--- src/rtl/ovf_bcd_display.sv ---
`default_nettype none
// ============================================================================
// Module      : ovf_bcd_display
// Description : Counts rising edges of an upstream overflow flag as a two-digit
//               BCD value (00..99) and drives a time-multiplexed, active-low
//               two-digit seven-segment display. It also provides a display
//               freeze (hold) and a synchronous clear.
// Ports       : clock  - sole clock, rising edge
//               reset  - asynchronous active-low reset
//               ovf_in - overflow level from the mod-12 counter
//               clear  - synchronous clear of the event count
//               hold   - freezes the displayed value; counting continues
//               ones   - live BCD units digit
//               tens   - live BCD tens digit
//               wrap   - one-cycle pulse on the 99 -> 00 rollover
//               seg    - active-low segments {g,f,e,d,c,b,a}
//               an     - active-low digit enables, an[0]=units, an[1]=tens
// Revision    : 1.0 - initial release
// ============================================================================
module ovf_bcd_display #(
    parameter int unsigned REFRESH_DIV = 1000
) (
    input  logic       clock,
    input  logic       reset,
    input  logic       ovf_in,
    input  logic       clear,
    input  logic       hold,
    output logic [3:0] ones,
    output logic [3:0] tens,
    output logic       wrap,
    output logic [6:0] seg,
    output logic [1:0] an
);

    localparam logic [15:0] c_presc_last = 16'(REFRESH_DIV - 1);

    // Active-low gfedcba pattern for one BCD digit; non-BCD codes blank.
    function automatic logic [6:0] seg_decode(input logic [3:0] digit);
        logic [6:0] pat;
        case (digit)
            4'd0:    pat = 7'b1000000;
            4'd1:    pat = 7'b1111001;
            4'd2:    pat = 7'b0100100;
            4'd3:    pat = 7'b0110000;
            4'd4:    pat = 7'b0011001;
            4'd5:    pat = 7'b0010010;
            4'd6:    pat = 7'b0000010;
            4'd7:    pat = 7'b1111000;
            4'd8:    pat = 7'b0000000;
            4'd9:    pat = 7'b0010000;
            default: pat = 7'b1111111;
        endcase
        return pat;
    endfunction

    logic        ovf_dly_q;
    logic [3:0]  ones_q, ones_d;
    logic [3:0]  tens_q, tens_d;
    logic        wrap_q, wrap_d;
    logic [3:0]  disp_ones_q, disp_ones_d;
    logic [3:0]  disp_tens_q, disp_tens_d;
    logic [15:0] presc_q, presc_d;
    logic        sel_q, sel_d;
    logic [1:0]  an_q, an_d;
    logic [6:0]  seg_q, seg_d;
    logic        w_event;

    // One event per rising edge of the level, however long it stays high.
    assign w_event = ovf_in & ~ovf_dly_q;

    always_comb begin
        ones_d      = ones_q;
        tens_d      = tens_q;
        wrap_d      = 1'b0;
        disp_ones_d = disp_ones_q;
        disp_tens_d = disp_tens_q;
        presc_d     = presc_q + 16'd1;
        sel_d       = sel_q;

        // Clear wins over a coincident event; that event is simply dropped.
        if (clear) begin
            ones_d = 4'd0;
            tens_d = 4'd0;
        end else if (w_event) begin
            if (ones_q == 4'd9) begin
                ones_d = 4'd0;
                if (tens_q == 4'd9) begin
                    tens_d = 4'd0;
                    wrap_d = 1'b1;
                end else begin
                    tens_d = tens_q + 4'd1;
                end
            end else begin
                ones_d = ones_q + 4'd1;
            end
        end

        // The latch follows the registered live count unless frozen.
        if (!hold) begin
            disp_ones_d = ones_q;
            disp_tens_d = tens_q;
        end

        if (presc_q == c_presc_last) begin
            presc_d = 16'd0;
            sel_d   = ~sel_q;
        end

        // Built from next-state values so an/seg switch together with sel
        // and track the latch without an extra cycle of lag.
        an_d  = sel_d ? 2'b01 : 2'b10;
        seg_d = seg_decode(sel_d ? disp_tens_d : disp_ones_d);
    end

    always_ff @(posedge clock or negedge reset) begin
        if (!reset) begin
            ovf_dly_q   <= 1'b0;
            ones_q      <= 4'd0;
            tens_q      <= 4'd0;
            wrap_q      <= 1'b0;
            disp_ones_q <= 4'd0;
            disp_tens_q <= 4'd0;
            presc_q     <= 16'd0;
            sel_q       <= 1'b0;
            an_q        <= 2'b10;
            seg_q       <= 7'b1000000;
        end else begin
            ovf_dly_q   <= ovf_in;
            ones_q      <= ones_d;
            tens_q      <= tens_d;
            wrap_q      <= wrap_d;
            disp_ones_q <= disp_ones_d;
            disp_tens_q <= disp_tens_d;
            presc_q     <= presc_d;
            sel_q       <= sel_d;
            an_q        <= an_d;
            seg_q       <= seg_d;
        end
    end

    assign ones = ones_q;
    assign tens = tens_q;
    assign wrap = wrap_q;
    assign seg  = seg_q;
    assign an   = an_q;

endmodule
`default_nettype wire

--- config.mk ---
export PLATFORM = sky130hd
export DESIGN_NAME = ovf_bcd_display
export DESIGN_NICKNAME = d
export VERILOG_FILES = /design/src/rtl/ovf_bcd_display.sv
export SDC_FILE = /design/constraint.sdc
export NUM_CORES = 1
export LEC_CHECK = 0
export ABC_AREA = 1
export CAP_MARGIN = 15
export CORE_MARGIN = 2
export CORE_UTILIZATION = 55
export CTS_BUF_LIST = sky130_fd_sc_hd__clkbuf_8
export CTS_CLUSTER_SIZE = 30
export DETAILED_ROUTE_END_ITERATION = 12
export GPL_TIMING_DRIVEN = 1
export MAX_ROUTING_LAYER = met4
export PLACE_DENSITY = 0.86
export SLEW_MARGIN = 20
export SYNTH_ARGS = -nofsm -noshare
export SYNTH_HDL_FRONTEND = slang
export SYNTH_SLANG_ARGS = --single-unit
--- constraint.sdc ---
create_clock -name clock -period 2.6 [get_ports clock]
set_input_delay 0.52 -clock clock [delete_from_list [all_inputs] [get_ports clock]]
set_output_delay 0.52 -clock clock [all_outputs]
set_load 0.01 [all_outputs]
==> results of run 1 <==
-- worst max path at each step --
stage	startpoint	to	slack, ps	cells past startpoint
after floorplan	presc_q[0]$_DFF_PN0_	seg[3]$_DFF_PN0_	750	13
after global placement	hold	seg[4]$_DFF_PN0_	230	8
after detailed placement	hold	seg[3]$_DFF_PN0_	140	10
after CTS	hold	seg[4]$_DFF_PN0_	450	8
after global routing	hold	seg[4]$_DFF_PN0_	270	8
final	hold	seg[3]$_DFF_PN0_	440	10
-- area by class of cell --
class / count / area [um^2] / share of cell area, %
Sequential cell: 43 / 1080 / 39.7
Tap cell: 50 / 62.6 / 2.31
Clock inverter: 2 / 35.0 / 1.29
Inverter: 50 / 196 / 7.24
Timing Repair Buffer: 22 / 215 / 7.93
Multi-Input combinational cell: 178 / 1040 / 38.5
Clock buffer: 6 / 82.6 / 3.04
-- report_power, final --
part | leakage, nW | internal, mW | switching, mW | total [mW]
Clock | 0.0612 | 0.311 | 0.215 | 0.526
Sequential | 0.554 | 0.722 | 0.0248 | 0.747
Combinational | 0.780 | 0.130 | 0.166 | 0.296
Total | 1.40 | 1.16 | 0.406 | 1.57
-- cell families (layout without fill, tap and decap cells) --
kind of cell | after synthesis | in the layout | share of synthesized area [%]
AOI/OAI and AO/OA | 28 | 28 | 6.39
DFF | 43 | 43 | 46.3
xor gates and xnor gates | 5 | 5 | 1.88
and+or+nand+nor | 135 | 135 | 31.1
adders and majority gates | 10 | 10 | 5.37
buffers and inverters | 52 | 80 | 8.96
-- cells in the mapped netlist (all sizes together) --
library cell	number	area [um^2]
xor2	3	26.3
nand4	2	12.5
dfrtp	41	1030
nor3	8	45.0
nand2	65	333
dfstp	2	52.6
ha	10	125
buf	2	12.5
or2	1	6.26
nor4	1	6.26
nor2	32	166
clkinv	3	17.5
and3	1	6.26
a31oi	2	12.5
o21ai	13	65.1
nand3	24	143
o22ai	3	18.8
nor3b	1	7.51
a211oi	1	7.51
inv	47	179
xnor2	2	17.5
a21oi	9	45.0
-- metal layers --
metal  global-route usage (%)  share of wire [%]
met3                     4.97                3.8
met4                     7.19               0.41
met5                        -                  0
met2                     33.2                 53
met1                     21.9                 43
-- per-stage QoR --
stage,utilization [%],power [mW]
3_5_place_dp,64.4,1.06
4_1_cts,67.4,1.60
5_1_grt,67.4,1.66
3_3_place_gp,64.4,1.05
2_1_floorplan,-,0.927
6_report,67.4,1.57
-- state kept, by name, indices dropped and copies added (netlist names) --
register	count
presc_q	16
seg	7
disp_ones_q	4
disp_tens_q	4
ones	4
tens	4
an	2
ovf_dly_q	1
wrap	1
==> flow_metrics.env, run 1 <==
export IMPL_reg2reg_to="seg[3]$_DFF_PN0_"
export IMPL_crit_fanout=16
export IMPL_fillCellCount=332
export IMPL_start_util_pct=57.9
export IMPL_die_height_um=69.1
export IMPL_drv_slew=0
export IMPL_ctsHtreeMaxLevel=2
export IMPL_ctsRootBufferMaster="clkbuf_8"
export IMPL_grt_pass1_wl_um=7350
export IMPL_syn_inst=273
export IMPL_drive_gt1_share_pct=15.3
export IMPL_instances_no_fill=351
export IMPL_fin_skew_ps=5.65
export IMPL_seq_area_frac_synth_pct=46.3
export IMPL_critPathTopFamily="buffers and inverters"
export IMPL_fin_crit_ps=2160
export IMPL_criticalPathCategory="in2reg"
export IMPL_hold_buffers=0
export IMPL_placed_area_um2=2600
export IMPL_cts_setup_buffers=0
export IMPL_fmax_mhz=463
export IMPL_synth_cell_types=36
export IMPL_synth_avg_cell_area_um2=8.54
export IMPL_layout_common_cells="inv_1 (45), nand2_1 (45), dfrtp_1 (41)"
export IMPL_critPathCaptureType="register"
export IMPL_peakVddDrop_mv=0.405
export IMPL_area_delta_synth_final_pct=16.4
export IMPL_die_x_um=69.1
export IMPL_antenna_found_initial=0
export IMPL_cts_sinks=43
export IMPL_critical_path_top_cell_by_count="nand2_1"
export IMPL_maxSlewHeadroom_pct=39.7
export IMPL_arrival_ps=2340
export IMPL_dp_hpwl_um=3230
export IMPL_rsz0062_at_grt="false"
export IMPL_cts_resized=0
export IMPL_setup_viol=0
export IMPL_fin_nets=315
export IMPL_antennaDiodeCount=0
export IMPL_grt_pass1_vias=1756
export IMPL_globalRouteOverflowTotal=0
export IMPL_insertion_delay_ps=290
export IMPL_dp_cells=343
export IMPL_clk_pin_slew_ps=80
export IMPL_r2r_start="presc_q[0]$_DFF_PN0_"
export IMPL_syn_nets=288
export IMPL_vias=1740
export IMPL_hold_viol=0
export IMPL_dieArea_um2=4770
export IMPL_grt_usage_pct=19.4
export IMPL_maxCapViolCount=0
export IMPL_power_density_nw_per_um2=578
export IMPL_cp_start_kind="input port"
export IMPL_fin_hold_ws_ps=356
export IMPL_hp_class="in2async"
export IMPL_grt_max_degree=44
export IMPL_status="finished, final reports clean"
export IMPL_cpPeakStageDelay_ps=760
export IMPL_ys_ff_latch=43
export IMPL_antenna_left=0
export IMPL_reg2regPathDepth=14
export IMPL_syn_area_um2=2330
export IMPL_cpMaxStageDelayCell="clkdlybuf4s50_1"
export IMPL_route_detailed_drc=0
export IMPL_leakage_nw=1.40
export IMPL_gp_congestion=0.936
export IMPL_firstDrtPassIters=6
export IMPL_path_buf_inv=2
export IMPL_finish_instance_area_um2=2710
export IMPL_cts_tree="yes"
export IMPL_viasPerCell=4.96
export IMPL_fin_setup_tns_ps=0
export IMPL_fin_crit_sh_pct=83.1
export IMPL_wl_per_cell_um=11.8
export IMPL_port_buffers=22
export IMPL_cts_buffers=5
export IMPL_ios=23
export IMPL_finalWirelength_um=4150
export IMPL_ys_warn_count=0
export IMPL_core_um2=4030
export IMPL_worstPathRequired_ps=2780
export IMPL_clk_path_buf_depth=2
export IMPL_place_worst_setup_slack_ps=142
export IMPL_drt_iter0_markers=74
export IMPL_tightest_slew_ps=905
export IMPL_critical_path_cell_chain="clkdlybuf4s50_1 -> nand2_1 -> o21ai_0 -> nand3_1 -> nand2_1 -> inv_1 -> ha_1 -> nand2_1 -> nand3_1 -> nand2_2"
export IMPL_reg2reg_slack_ps=510
export IMPL_setup_ws_ps=439
export IMPL_row_count=23
Note: power is estimated with default switching activity, not from simulation.
==> run 2, diff against run 1 <==
--- a/config.mk
+++ b/config.mk
@@ -8,13 +8,13 @@
 export ABC_AREA = 1
 export CAP_MARGIN = 15
 export CORE_MARGIN = 2
-export CORE_UTILIZATION = 55
+export CORE_UTILIZATION = 53
 export CTS_BUF_LIST = sky130_fd_sc_hd__clkbuf_8
 export CTS_CLUSTER_SIZE = 30
 export DETAILED_ROUTE_END_ITERATION = 12
 export GPL_TIMING_DRIVEN = 1
 export MAX_ROUTING_LAYER = met4
-export PLACE_DENSITY = 0.86
+export PLACE_DENSITY = 0.87
 export SLEW_MARGIN = 20
 export SYNTH_ARGS = -nofsm -noshare
 export SYNTH_HDL_FRONTEND = slang
==> constraint.sdc (replaced) <==
create_clock -name clock -period 1.8 [get_ports clock]
set_input_delay 0.36 -clock clock [delete_from_list [all_inputs] [get_ports clock]]
set_output_delay 0.36 -clock clock [all_outputs]
set_load 0.01 [all_outputs]
==> flow_metrics.env, run 2 (synthesis results as in run 1) <==
export IMPL_status="finished with violations"
export IMPL_violations="negative setup slack"
export IMPL_ios=23
export IMPL_cts_tree="yes"
export IMPL_cts_sinks=43
export IMPL_start_util_pct=54.3
export IMPL_fin_skew_ps=4.46
export IMPL_dp_hpwl_um=3690
export IMPL_gp_congestion=0.963
export IMPL_grt_usage_pct=24.0
export IMPL_rsz0062_at_grt="true"
export IMPL_reg2reg_to="seg[6]$_DFF_PN1_"
export IMPL_instances_no_fill=391
export IMPL_grt_pass1_vias=1947
export IMPL_die_x_um=70.3
export IMPL_setup_viol=6
export IMPL_fin_setup_tns_ps=-348
export IMPL_fin_hold_ws_ps=65.0
export IMPL_dp_cells=376
export IMPL_criticalPathCategory="reg2reg"
export IMPL_layout_common_cells="inv_1 (42), dfrtp_1 (41), nand2_1 (36), buf_4 (36), nor2_1 (22)"
export IMPL_vias=2025
export IMPL_worstPathRequired_ps=2030
export IMPL_fin_nets=353
export IMPL_antenna_left=0
export IMPL_power_density_nw_per_um2=730
export IMPL_drive_gt1_share_pct=34.8
export IMPL_dieArea_um2=4940
export IMPL_finalWirelength_um=5840
export IMPL_core_um2=4290
export IMPL_insertion_delay_ps=300
export IMPL_path_buf_inv=2
export IMPL_cp_start_kind="register"
export IMPL_cpMaxStageDelayCell="dfrtp_1"
export IMPL_largest_reg_flops=16
export IMPL_peakVddDrop_mv=0.580
export IMPL_placed_area_um2=2840
export IMPL_r2r_start="presc_q[1]$_DFF_PN0_"
export IMPL_top_register="presc_q"
export IMPL_hold_viol=0
export IMPL_reg2regPathDepth=15
export IMPL_clk_pin_slew_ps=80
export IMPL_antenna_found_initial=0
export IMPL_setup_ws_ps=-117
export IMPL_finish_instance_area_um2=3260
export IMPL_cpPeakStageDelay_ps=400
export IMPL_cts_buffers=5
export IMPL_row_count=24
export IMPL_fin_crit_sh_pct=106
export IMPL_critPathCaptureType="register"
export IMPL_final_common_cell="inv_1"
export IMPL_critical_path_top_cell_by_count="nand2_2"
export IMPL_globalRouteOverflowTotal=0
export IMPL_fin_util_pct=75.8
export IMPL_viasPerCell=5.18
export IMPL_port_buffers=22
export IMPL_maxCapViolCount=0
export IMPL_drt_iter0_markers=98
export IMPL_leakage_nw=1.63
export IMPL_power_mw=2.38
export IMPL_fmax_mhz=522
export IMPL_grt_pass1_wl_um=8990
export IMPL_die_height_um=70.3
export IMPL_hp_class="in2async"
export IMPL_firstDrtPassIters=5
export IMPL_place_worst_setup_slack_ps=-336
export IMPL_route_detailed_drc=0
export IMPL_fin_crit_ps=1920
export IMPL_clk_path_buf_depth=2
export IMPL_reg2reg_slack_ps=-120
export IMPL_ctsHtreeMaxLevel=2
export IMPL_critPathTopFamily="simple AND/OR/NAND/NOR gates"
export IMPL_crit_fanout=5
export IMPL_grt_max_degree=28
export IMPL_critical_path_cell_chain="ha_4 -> nand2_4 -> inv_4 -> nand2_2 -> nor2_4 -> nand2_2 -> nand2_2 -> nand3_4 -> nand2_8 -> inv_4 -> ha_4 -> nand2_2 -> nand2_1 -> nand2_1 -> nand2_2"
export IMPL_area_delta_synth_final_pct=39.7
export IMPL_antennaDiodeCount=0
export IMPL_drv_slew=0
export IMPL_wl_per_cell_um=14.9
export IMPL_ctsRootBufferMaster="clkbuf_8"
export IMPL_hold_buffers=0
export IMPL_maxSlewHeadroom_pct=56.9
export IMPL_arrival_ps=2150
export IMPL_tightest_slew_ps=639
[run 2: changes by cell type in the layout (fill, tap and decap cells not counted), moves of 5 or more]
cell,delta
nand3_4,+5
nand2_4,+5
buf_4,+36
ha_1,-6
nand2_1,-9
nand3_1,-9
[run 2: how the worst max path moves through the flow]
stage	start	to	slack (ps)	depth (start not counted)
after detailed placement	hold	seg[4]$_DFF_PN0_	-340	9
after global placement	hold	seg[4]$_DFF_PN0_	-240	9
after global routing	presc_q[3]$_DFF_PN0_	seg[5]$_DFF_PN0_	-200	13
after floorplan	presc_q[0]$_DFF_PN0_	seg[3]$_DFF_PN0_	10	14
after CTS	presc_q[1]$_DFF_PN0_	seg[3]$_DFF_PN0_	-50	14
final	presc_q[1]$_DFF_PN0_	seg[6]$_DFF_PN1_	-120	15
[run 2: timing repair]
item,CTS,global route
gates resized for setup,24,38
setup endpoints to repair,7,15
pin swaps,16,21
buffers inserted,8,1
[run 2: layout make-up]
type / count / area [um^2]
clock buffer: 6 / 82.6
clock inverter: 2 / 8.76
fill: 268 / 1040
inverter: 50 / 204
multi-input combinational: 178 / 1310
sequential: 43 / 1080
tap: 52 / 65.1
timing repair buffer: 60 / 508
[run 2: routing by layer]
layer / wire [um] / vias up / part of all wire [%] / global-route usage [%]
li1: - / 988 / - / -
met1: 2230 / 960 / 38 / 27.0
met2: 3220 / 59 / 55 / 42.6
met3: 189 / 18 / 3.2 / 4.91
met4: 200 / 0 / 3.4 / 7.48
met5: 0 / - / 0 / -
[run 2: power breakdown]
part | internal (mW) | leakage (nW) | total (mW) | switching, mW
logic | 0.299 | 1.02 | 0.668 | 0.369
registers | 1.04 | 0.554 | 1.08 | 0.0391
clock network | 0.304 | 0.0524 | 0.627 | 0.323
==> run 3, diff against run 2 <==
--- a/config.mk
+++ b/config.mk
@@ -15,6 +15,7 @@
 export GPL_TIMING_DRIVEN = 1
 export MAX_ROUTING_LAYER = met4
 export PLACE_DENSITY = 0.87
+export SETUP_SLACK_MARGIN = 0.2
 export SLEW_MARGIN = 20
 export SYNTH_ARGS = -nofsm -noshare
 export SYNTH_HDL_FRONTEND = slang
==> flow_metrics.env, run 3 (synthesis results as in run 1) <==
export IMPL_hp_class="in2async"
export IMPL_drt_iter0_markers=91
export IMPL_vias=2072
export IMPL_cts_sinks=43
export IMPL_finish_instance_area_um2=3240
export IMPL_clk_path_buf_depth=2
export IMPL_crit_fanout=16
export IMPL_peakVddDrop_mv=0.567
export IMPL_viasPerCell=5.25
export IMPL_ios=23
export IMPL_fin_nets=357
export IMPL_status="finished with violations"
export IMPL_fin_crit_ps=1890
export IMPL_antenna_found_initial=0
export IMPL_layout_common_cells="dfrtp_1 (41), buf_4 (41), inv_1 (39)"
export IMPL_power_density_nw_per_um2=709
export IMPL_top_register="presc_q"
export IMPL_violations="negative setup slack"
export IMPL_drv_slew=0
export IMPL_start_util_pct=54.3
export IMPL_ctsHtreeMaxLevel=2
export IMPL_grt_max_degree=44
export IMPL_worstPathRequired_ps=1990
export IMPL_ctsRootBufferMaster="clkbuf_8"
export IMPL_drive_gt1_share_pct=37.6
export IMPL_reg2reg_slack_ps=-80
export IMPL_fin_crit_sh_pct=105
export IMPL_dieArea_um2=4940
export IMPL_wl_per_cell_um=14.3
export IMPL_power_mw=2.30
export IMPL_finalWirelength_um=5640
export IMPL_multi_input_area_um2=1260
export IMPL_cts_tree="yes"
export IMPL_grt_pass1_vias=2048
export IMPL_fin_util_pct=75.5
export IMPL_arrival_ps=2070
export IMPL_r2r_start="presc_q[1]$_DFF_PN0_"
export IMPL_criticalPathCategory="in2reg"
export IMPL_placed_area_um2=2830
export IMPL_reg2reg_to="seg[0]$_DFF_PN0_"
export IMPL_fmax_mhz=530
export IMPL_tightest_slew_ps=549
export IMPL_setup_viol=7
export IMPL_maxCapViolCount=0
export IMPL_port_buffers=22
export IMPL_row_count=24
export IMPL_reg2regPathDepth=15
export IMPL_core_um2=4290
export IMPL_insertion_delay_ps=300
export IMPL_route_detailed_drc=0
export IMPL_die_x_um=70.3
export IMPL_cp_start_kind="input port"
export IMPL_place_worst_setup_slack_ps=-285
export IMPL_antennaDiodeCount=0
export IMPL_leakage_nw=1.72
export IMPL_gp_congestion=0.881
export IMPL_largest_reg_flops=16
export IMPL_clk_pin_slew_ps=80
export IMPL_dp_hpwl_um=3390
export IMPL_rsz0062_at_grt="true"
export IMPL_ff_latch_area_um2=1080
export IMPL_firstDrtPassIters=4
export IMPL_critPathCaptureType="register"
export IMPL_hold_viol=0
export IMPL_setup_ws_ps=-85.7
export IMPL_grt_usage_pct=23.6
export IMPL_fillCellCount=266
export IMPL_die_height_um=70.3
export IMPL_cts_buffers=5
export IMPL_fin_skew_ps=9.45
export IMPL_globalRouteOverflowTotal=0
export IMPL_area_delta_synth_final_pct=39.1
export IMPL_maxSlewHeadroom_pct=63.4
export IMPL_grt_pass1_wl_um=8910
export IMPL_antenna_left=0
[run 3: cell count changes in the layout (fill, tap and decap cells not counted), sizes merged]
cell / change
buf: +4
dlymetal6s2s: +3
clkdlybuf4s50: -9
clkinv: +1
inv: -1
dlygate4sd2: +6
[run 3: cell type report]
type                            instances  share of cell area, %
Sequential cell                        43                   33.3
Clock buffer                            6                   2.55
Timing Repair Buffer                   64                   16.5
Tap cell                               52                   2.01
Clock inverter                          2                  0.270
Multi-Input combinational cell        178                   39.0
Inverter                               50                   6.45
[run 3: how the worst max path moves through the flow]
stage	startpoint	depth (start not counted)	to	slack, ps
detailed placement	hold	11	seg[5]$_DFF_PN0_	-290
global route	presc_q[1]$_DFF_PN0_	15	seg[0]$_DFF_PN0_	-170
global placement	hold	11	seg[5]$_DFF_PN0_	-210
floorplan	presc_q[0]$_DFF_PN0_	14	seg[3]$_DFF_PN0_	50
finish	hold	11	seg[5]$_DFF_PN0_	-90
CTS	presc_q[0]$_DFF_PN0_	14	seg[3]$_DFF_PN0_	-4
[run 3: per-stage QoR]
| stage | hold slack [ps] | TNS (ps) | cells |
|---|---|---|---|
| after global placement | 460 | -1190 | 369 |
| after global routing | 175 | -1140 | 395 |
| after floorplan | 64.4 | 0 | 273 |
| final | 134 | -512 | 395 |
| after CTS | 144 | -4.72 | 390 |
| after detailed placement | 463 | -1710 | 369 |
[run 3: routing by layer]
layer | GRT usage [%] | vias up | routed length [um]
met2 | 41.2 | 60 | 3010
met5 | - | - | 0
met4 | 11.8 | 0 | 165
li1 | - | 997 | -
met3 | 4.47 | 16 | 241
met1 | 25.6 | 999 | 2220
[run 3: timing repair]
item | 4_1_cts | 5_1_grt
setup buffers | 13 | 5
gates resized for setup | 33 | 28
endpoints found under the setup margin | 25 | 24
hold buffers | 0 | 0
pin swaps | 10 | 13
[run 3: power breakdown]
part           leakage (nW)  switching [mW]  internal (mW)
Clock                0.0524           0.314          0.304
Sequential            0.554          0.0382           1.04
Combinational          1.12           0.334          0.266
Total                  1.72           0.687           1.61
[run 3: critical path: stages]
cell and delay, ps:
clkdlybuf4s50_1 400, buf_4 180, o21ai_1 370, nand3_4 140, nand2_4 130, inv_4 50, ha_2 180, nand2_2 90
nand2_2 70, nand2_2 60, nand2_2 40
